`config.mk`:
```
export PLATFORM = sky130hd
export DESIGN_NAME = cdb_arbiter_flat
export DESIGN_NICKNAME = d
export VERILOG_FILES = /design/src/rtl/cdb_arbiter_pkg.sv /design/src/rtl/cdb_arbiter_if.sv /design/src/rtl/cdb_arbiter_rr_arbiter.sv /design/src/rtl/cdb_arbiter.sv /design/src/flat_wrapper.sv
export SDC_FILE = /design/constraint.sdc
export NUM_CORES = 1
export LEC_CHECK = 0
export CAP_MARGIN = 20
export CORE_MARGIN = 5
export CORE_UTILIZATION = 50
export CTS_BUF_LIST = sky130_fd_sc_hd__clkbuf_4 sky130_fd_sc_hd__clkbuf_8
export CTS_CLUSTER_DIAMETER = 30
export DETAILED_ROUTE_END_ITERATION = 10
export GPL_TIMING_DRIVEN = 0
export PLACE_DENSITY = 0.76
export REMOVE_ABC_BUFFERS = 1
export SYNTH_ARGS = -nofsm -noshare
export SYNTH_HDL_FRONTEND = slang
export SYNTH_HIERARCHICAL = 1
export SYNTH_SLANG_ARGS = --single-unit
```
`constraint.sdc`:
```
create_clock -name clock -period 5.44 [get_ports clock]
set_input_delay 1.088 -clock clock [delete_from_list [all_inputs] [get_ports clock]]
set_output_delay 1.088 -clock clock [all_outputs]
set_load 0.05 [all_outputs]
```
`src/rtl/cdb_arbiter_pkg.sv`:
```
// Shared definitions for the Common Data Bus arbiter.
// Holds the FU count, the tag type, the dummy-tag constant, the FU slot indices
// and a population-count helper that sizes the occupancy counter.
package cdb_arbiter_pkg;

    localparam int unsigned NUM_FU = 5;
    localparam int unsigned TAG_W  = 7;
    localparam int unsigned PTR_W  = $clog2(NUM_FU);

    // Bit 6 is the ready bit, bits 5:0 are the physical register number.
    typedef logic [TAG_W-1:0] phys_reg_t;

    localparam phys_reg_t DUMMY_TAG = 7'b1111111;

    localparam int unsigned FU_ALU_IDX  = 0;
    localparam int unsigned FU_LD_IDX   = 1;
    localparam int unsigned FU_ST_IDX   = 2;
    localparam int unsigned FU_MULT_IDX = 3;
    localparam int unsigned FU_BR_IDX   = 4;

    function automatic logic [PTR_W:0] popcount(input logic [NUM_FU-1:0] v);
        logic [PTR_W:0] c;
        c = '0;
        for (int i = 0; i < NUM_FU; i++) begin
            c = c + {{PTR_W{1'b0}}, v[i]};
        end
        return c;
    endfunction

endpackage

```
`src/rtl/cdb_arbiter_if.sv`:
```
// FU-completion / CDB bus bundle for cdb_arbiter.
// Signals:
//   fu_done_valid    FU i presents a completed tag
//   fu_done_tag      packed tags, FU i in bits [i*TAG_W +: TAG_W]
//   fu_done_ready    slot i accepts this cycle (combinational)
//   branch_not_taken squash/flush request
//   CDB_out          registered broadcast tag
//   cdb_valid        CDB_out is valid
//   CAM_en           RS tag CAM enable, mirrors cdb_valid
//   pend_cnt         number of occupied holding slots
// Modports: master = FU/ROB side, slave = arbiter.
interface cdb_arbiter_if;
    import cdb_arbiter_pkg::*;

    logic [NUM_FU-1:0]       fu_done_valid;
    logic [NUM_FU*TAG_W-1:0] fu_done_tag;
    logic [NUM_FU-1:0]       fu_done_ready;
    logic                    branch_not_taken;
    phys_reg_t               CDB_out;
    logic                    cdb_valid;
    logic                    CAM_en;
    logic [PTR_W:0]          pend_cnt;

    modport master (
        output fu_done_valid, fu_done_tag, branch_not_taken,
        input  fu_done_ready, CDB_out, cdb_valid, CAM_en, pend_cnt
    );

    modport slave (
        input  fu_done_valid, fu_done_tag, branch_not_taken,
        output fu_done_ready, CDB_out, cdb_valid, CAM_en, pend_cnt
    );

endinterface

```
`src/rtl/cdb_arbiter_rr_arbiter.sv`:
```
// Round-robin single-grant arbiter.
// Ports:
//   req_i      request vector
//   ptr_i      index with highest priority this cycle
//   gnt_o      one-hot grant
//   gnt_idx_o  binary index of the grant (0 when none)
//   any_o      at least one grant
// The request vector is duplicated so a scan of N bits starting at ptr_i covers
// the wrap from N-1 to 0 without a separate case.
module rr_arbiter #(
    parameter int unsigned N = 5
) (
    input  logic [N-1:0]         req_i,
    input  logic [$clog2(N)-1:0] ptr_i,
    output logic [N-1:0]         gnt_o,
    output logic [$clog2(N)-1:0] gnt_idx_o,
    output logic                 any_o
);

    localparam int unsigned PtrW = $clog2(N);
    localparam int unsigned IdxW = $clog2(2 * N);

    logic [2*N-1:0]  dbl;
    logic [2*N-1:0]  gnt_dbl;
    logic [IdxW-1:0] pos;
    logic            found;

    always_comb begin
        dbl     = {req_i, req_i};
        gnt_dbl = '0;
        pos     = '0;
        found   = 1'b0;
        for (int unsigned k = 0; k < N; k++) begin
            pos = IdxW'(ptr_i) + IdxW'(k);
            if (!found && dbl[pos]) begin
                found        = 1'b1;
                gnt_dbl[pos] = 1'b1;
            end
        end
        // Fold the upper copy back onto the real slot positions.
        gnt_o     = gnt_dbl[N-1:0] | gnt_dbl[2*N-1:N];
        gnt_idx_o = '0;
        for (int unsigned i = 0; i < N; i++) begin
            if (gnt_o[i]) begin
                gnt_idx_o = PtrW'(i);
            end
        end
        any_o = found;
    end

endmodule

```
`src/rtl/cdb_arbiter.sv`:
```
// Common Data Bus arbiter.
// Each FU deposits a completed tag into a one-entry holding slot; one slot per
// cycle is picked round-robin and broadcast on the registered CDB. A branch
// squash empties all slots and the bus.
// Ports:
//   clock  system clock, rising edge
//   reset  asynchronous active-high reset
//   bus    cdb_arbiter_if.slave (FU handshake, flush, CDB outputs, pend_cnt)
module cdb_arbiter
    import cdb_arbiter_pkg::*;
(
    input logic          clock,
    input logic          reset,
    cdb_arbiter_if.slave bus
);

    logic [NUM_FU-1:0] hold_v_q, hold_v_d;
    phys_reg_t         hold_tag_q [NUM_FU];
    phys_reg_t         hold_tag_d [NUM_FU];
    logic [PTR_W-1:0]  rr_ptr_q, rr_ptr_d;
    logic              cdb_valid_q, cdb_valid_d;
    phys_reg_t         cdb_out_q, cdb_out_d;
    logic [PTR_W:0]    pend_cnt_q, pend_cnt_d;

    logic [NUM_FU-1:0] arb_gnt, gnt, ready;
    logic [PTR_W-1:0]  arb_idx;
    logic              arb_any, any, flush;
    phys_reg_t         tag_in;

    assign flush = bus.branch_not_taken;

    rr_arbiter #(
        .N(NUM_FU)
    ) u_rr (
        .req_i    (hold_v_q),
        .ptr_i    (rr_ptr_q),
        .gnt_o    (arb_gnt),
        .gnt_idx_o(arb_idx),
        .any_o    (arb_any)
    );

    // A flush suppresses the grant so nothing leaks onto the bus that cycle.
    assign gnt   = flush ? '0 : arb_gnt;
    assign any   = arb_any & ~flush;
    // A slot being granted this cycle can take a new tag at the same edge.
    assign ready = {NUM_FU{~reset & ~flush}} & (~hold_v_q | gnt);

    always_comb begin
        hold_v_d    = hold_v_q & ~gnt;
        hold_tag_d  = hold_tag_q;
        rr_ptr_d    = rr_ptr_q;
        cdb_valid_d = 1'b0;
        cdb_out_d   = DUMMY_TAG;
        tag_in      = '0;

        if (any) begin
            cdb_valid_d = 1'b1;
            cdb_out_d   = {1'b1, hold_tag_q[arb_idx][TAG_W-2:0]};
            rr_ptr_d    = (arb_idx == PTR_W'(NUM_FU - 1)) ? '0 : arb_idx + PTR_W'(1);
        end

        for (int i = 0; i < NUM_FU; i++) begin
            tag_in = bus.fu_done_tag[i*TAG_W +: TAG_W];
            // Dummy tags are handshaken away but never occupy a slot.
            if (bus.fu_done_valid[i] && ready[i] &&
                tag_in[TAG_W-2:0] != DUMMY_TAG[TAG_W-2:0]) begin
                hold_v_d[i]   = 1'b1;
                hold_tag_d[i] = tag_in;
            end
        end

        if (flush) begin
            hold_v_d = '0;
        end

        pend_cnt_d = popcount(hold_v_d);
    end

    always_ff @(posedge clock or posedge reset) begin
        if (reset) begin
            hold_v_q    <= '0;
            hold_tag_q  <= '{default: '0};
            rr_ptr_q    <= '0;
            cdb_valid_q <= 1'b0;
            cdb_out_q   <= DUMMY_TAG;
            pend_cnt_q  <= '0;
        end else begin
            hold_v_q    <= hold_v_d;
            hold_tag_q  <= hold_tag_d;
            rr_ptr_q    <= rr_ptr_d;
            cdb_valid_q <= cdb_valid_d;
            cdb_out_q   <= cdb_out_d;
            pend_cnt_q  <= pend_cnt_d;
        end
    end

    assign bus.fu_done_ready = ready;
    assign bus.CDB_out       = cdb_out_q;
    assign bus.cdb_valid     = cdb_valid_q;
    assign bus.CAM_en        = cdb_valid_q;
    assign bus.pend_cnt      = pend_cnt_q;

endmodule

```
`src/flat_wrapper.sv`:
```
// flat-port wrapper written by rule: the top's interface ports become plain ports
module cdb_arbiter_flat import cdb_arbiter_pkg::*;
  (clock, reset, bus_fu_done_valid, bus_fu_done_tag, bus_branch_not_taken, bus_fu_done_ready, bus_CDB_out, bus_cdb_valid, bus_CAM_en, bus_pend_cnt);
  cdb_arbiter_if bus_i ();
  input logic clock;
  input logic reset;
  input wire logic [$bits(bus_i.fu_done_valid)-1:0] bus_fu_done_valid;
  input wire logic [$bits(bus_i.fu_done_tag)-1:0] bus_fu_done_tag;
  input wire logic [$bits(bus_i.branch_not_taken)-1:0] bus_branch_not_taken;
  output wire logic [$bits(bus_i.fu_done_ready)-1:0] bus_fu_done_ready;
  output wire logic [$bits(bus_i.CDB_out)-1:0] bus_CDB_out;
  output wire logic [$bits(bus_i.cdb_valid)-1:0] bus_cdb_valid;
  output wire logic [$bits(bus_i.CAM_en)-1:0] bus_CAM_en;
  output wire logic [$bits(bus_i.pend_cnt)-1:0] bus_pend_cnt;
  assign bus_i.fu_done_valid = bus_fu_done_valid;
  assign bus_i.fu_done_tag = bus_fu_done_tag;
  assign bus_i.branch_not_taken = bus_branch_not_taken;
  assign bus_fu_done_ready = bus_i.fu_done_ready;
  assign bus_CDB_out = bus_i.CDB_out;
  assign bus_cdb_valid = bus_i.cdb_valid;
  assign bus_CAM_en = bus_i.CAM_en;
  assign bus_pend_cnt = bus_i.pend_cnt;
  cdb_arbiter u_core (.clock(clock), .reset(reset), .bus(bus_i));
endmodule
```
==> results.py <==
metrics = {
    "logic_synthesis": {
        "synth_area_leaders": "dfrtp_1, mux2_4, ha_1",
        "synth-main-ff-cell": "dfrtp_1",
        "synthAdderAreaFrac_pct": 6.569,
        "synthXorXnorAreaFrac_pct": 0.2395,
        "synth_common_cells": "dfrtp_1, mux2_4, nand2_1",
        "synth_cells": 313,
        "synth-seq-area-share_pct": 33.05,
        "yosysMostFrequentCell": "dfrtp_1",
        "synth_cell_types": 72,
        "ys_warn_count": 6,
        "avgSynthCellArea_sq_um": 11.68,
        "synth-async-reset-ratio_pct": 100.0,
        "synth_top_area_cell": "dfrtp_1",
        "synth_top_area_share_pct": 28.74,
        "muxShareOfSynthArea_pct": 23.85,
        "ys_ff_latch": 48,
        "synthSimpleGateAreaFrac_pct": 17.65,
        "synth_edf_count": 0,
        "synth-compound-area-share_pct": 12.04,
        "synth_top_family_by_area": "multiplexers",
        "synth_area_sq_mm": 0.003657,
    },
    "detailed_routing": {
        "vias": 2731,
        "wl_met1_mm": 3.866,
        "drt_iter0_drc": 303,
        "wl_per_cell_um": 18.73,
        "wl_met3_um": 573,
        "first_pass_iters": 4,
        "wl_met2_mm": 4.124,
        "antenna_left": 0,
        "viasPerCell": 5.911,
        "wirelength_mm": 8.655,
        "drc": 0,
        "top_layer": "met4",
    },
    "critical_path": {
        "crit_fanout": 15,
        "startpoint_type": "register",
        "worstPathRequired_ps": 4350,
        "path_class": "reg2out",
        "critPathCaptureType": "primary output",
        "arrival_ps": 4160,
    },
    "clock_network": {
        "clk_latency_ps": 310,
        "cts_buffers": 5,
        "clock_path_buffers": 2,
        "cts_root_buf": "clkbuf_8",
        "cts_htree_levels": 2,
        "clk_pin_slew_ps": 90,
        "cts_hold_buffers": 0,
        "cts_tree": "built",
        "clock_sink_count": 48,
    },
    "power_and_ir_drop": {
        "irDropWorstVdd_v": 0.0002345,
        "powerDensity_mw_per_mm2": 632.7,
        "p_leak_nw": 1.877,
    },
    "timing": {
        "setup_viol_count_final": 0,
        "final-max-slew-violation-count": 0,
        "fin_worst_skew_ps": 8.495,
        "maxSlewHeadroom_pct": 40.62,
        "holdWs_ps": 499.3,
        "timing.fmax_mhz": 190.7,
        "period_minus_slack_ps": 5245,
        "worst_pin_slew_ps": 886.6,
        "rsz0062_at_grt": "false",
        "min_period_over_period_pct": 96.42,
        "fin_ws_ps": 194.8,
        "hold_viol_final": 0,
    },
    "min_path": {
        "min_path_type": "reg2reg",
    },
    "grt": {
        "grt_pass1_vias": 2641,
        "antenna_found_initial": 0,
        "grt_pass1_wl_mm": 13.72,
        "overflow": 0,
        "track_usage_pct": 19.35,
        "grt_max_degree": 41,
    },
    "final_layout": {
        "seqCellArea_sq_mm": 0.001214,
        "multi_input_area_sq_mm": 0.002223,
        "area_delta_synth_final_pct": 18.75,
        "final_nets": 423,
        "num-fill-cells": 555,
        "drive_above_1_share_pct": 29.48,
        "diodes": 0,
    },
    "floorplanning": {
        "fp.dieArea_sq_mm": 0.009125,
        "rows": 31,
        "die-height_um": 95.53,
        "start_util_pct": 50.97,
        "ios": 61,
        "core_area_sq_mm": 0.007176,
        "die_w_um": 95.53,
    },
    "placed_design": {
        "dp_hpwl_mm": 6.424,
        "portBuffers": 53,
        "dp_slack_ps": -524.3,
        "routabilityCongestion": 0.9526,
    },
    "job": {
        "max_cap_violations": 0,
    },
    "run_status": {
        "status": "completed",
    },
}
## worst paths after layout
check / from / to / slack [ps] / cells after the start
hold / removal: u_core/hold_tag_q[0]$_DFFE_PP0P_ / u_core/bus.CDB_out[0]$_DFF_PP1_ / 500 / 2
max in group asynchronous: reset / u_core/bus.CDB_out[1]$_DFF_PP1_ / 3610 / 3
setup reg to reg: u_core/rr_ptr_q[0]$_DFFE_PP0P_ / u_core/bus.pend_cnt[1]$_DFF_PP0_ / 210 / 17
hold reg to reg: u_core/hold_tag_q[0]$_DFFE_PP0P_ / u_core/bus.CDB_out[0]$_DFF_PP1_ / 500 / 2
min in group asynchronous: reset / u_core/hold_v_q[4]$_DFF_PP0_ / 1300 / 2
setup / recovery: u_core/rr_ptr_q[0]$_DFFE_PP0P_ / bus_fu_done_ready[3] / 190 / 13
## where the power goes
| group | internal (W) | total (W) | switching [W] | leakage [nW] |
|---|---|---|---|---|
| logic | 0.000883 | 0.00190 | 0.00101 | 1.25 |
| clock network | 0.000141 | 0.000257 | 0.000116 | 0.0586 |
| registers | 0.000484 | 0.000593 | 0.000110 | 0.572 |
| total | 0.00151 | 0.00275 | 0.00124 | 1.88 |
## layout make-up
class,instances,share of cell area [%]
inverters,11,1.095
clock buffers,6,1.757
multi-input cells,233,51.20
clock inverters,2,0.8067
flip-flops and latches,48,27.95
repair buffers,63,14.35
well taps,99,2.852
## routing by layer
metal | vias up | GRT usage (%)
li1 | 1256 | -
met1 | 1353 | 28.80
met2 | 112 | 29.07
met3 | 10 | 3.157
met4 | 0 | 5.332
met5 | - | 0
## worst max-delay path, cell delays in order (launching register included)
cell and delay [ps]:
dfrtp_4 590, inv_4 170, ha_2 290, ha_1 340, or4b_1 510, o22ai_2 230, or2_2 190, nor3_2 60
and2_4 180, a2111oi_4 450, inv_1 120, nor2b_2 180, nor3_2 70, dlygate4sd2_1 450
## cells in the final DEF (no fill, tap or decap), drive strengths merged, types with 6 or more instances in the layout
master         count
clkdlybuf4s50     48
dfrtp             42
mux2              35
nand2             24
ha                16
nand3             14
a21oi             14
nor2b             13
mux2i             12
inv               10
mux4              10
buf               10
and3              10
nor3              10
a31oi              7
dfstp              6
clkbuf             6
## sequential cells by signal, summed over array words and instances, names as in the netlist
register / flops
u_core/hold_tag_q: 30
u_core/bus.pend_cnt: 3
u_core/hold_v_q: 5
u_core/bus.CAM_en: 1
u_core/bus.CDB_out: 6
u_core/rr_ptr_q: 3
## per-stage QoR
step	area [sq um]	total power [W]	TNS, ps	utilization (%)	cells
floorplan	3465	0.001962	-24.11	-	292
global placement	4119	0.002333	-2879	57.40	444
detailed placement	4139	0.002382	-4273	57.68	445
CTS	4254	0.002648	0	59.29	453
global route	4343	0.002938	0	60.52	462
finish	4343	0.002748	0	60.52	462
## kinds of logic after synthesis
logic type | count (synthesis)
AOI/OAI and AO/OA | 52
xor gates and xnor gates | 1
adders and majority gates | 18
buffers and inverters | 32
DFF | 48
muxes | 57
other | 2
and+or+nand+nor | 103
## repair_timing
| action | CTS | global route |
|---|---|---|
| resized for setup | 7 | 7 |
| gates cloned | 0 | 0 |
| setup endpoints to repair | 17 | 8 |
| pin swaps | 0 | 1 |
| buffers inserted | 0 | 8 |
| endpoints found under the hold margin | 0 | 0 |
Note: power is estimated with default switching activity, not from simulation.
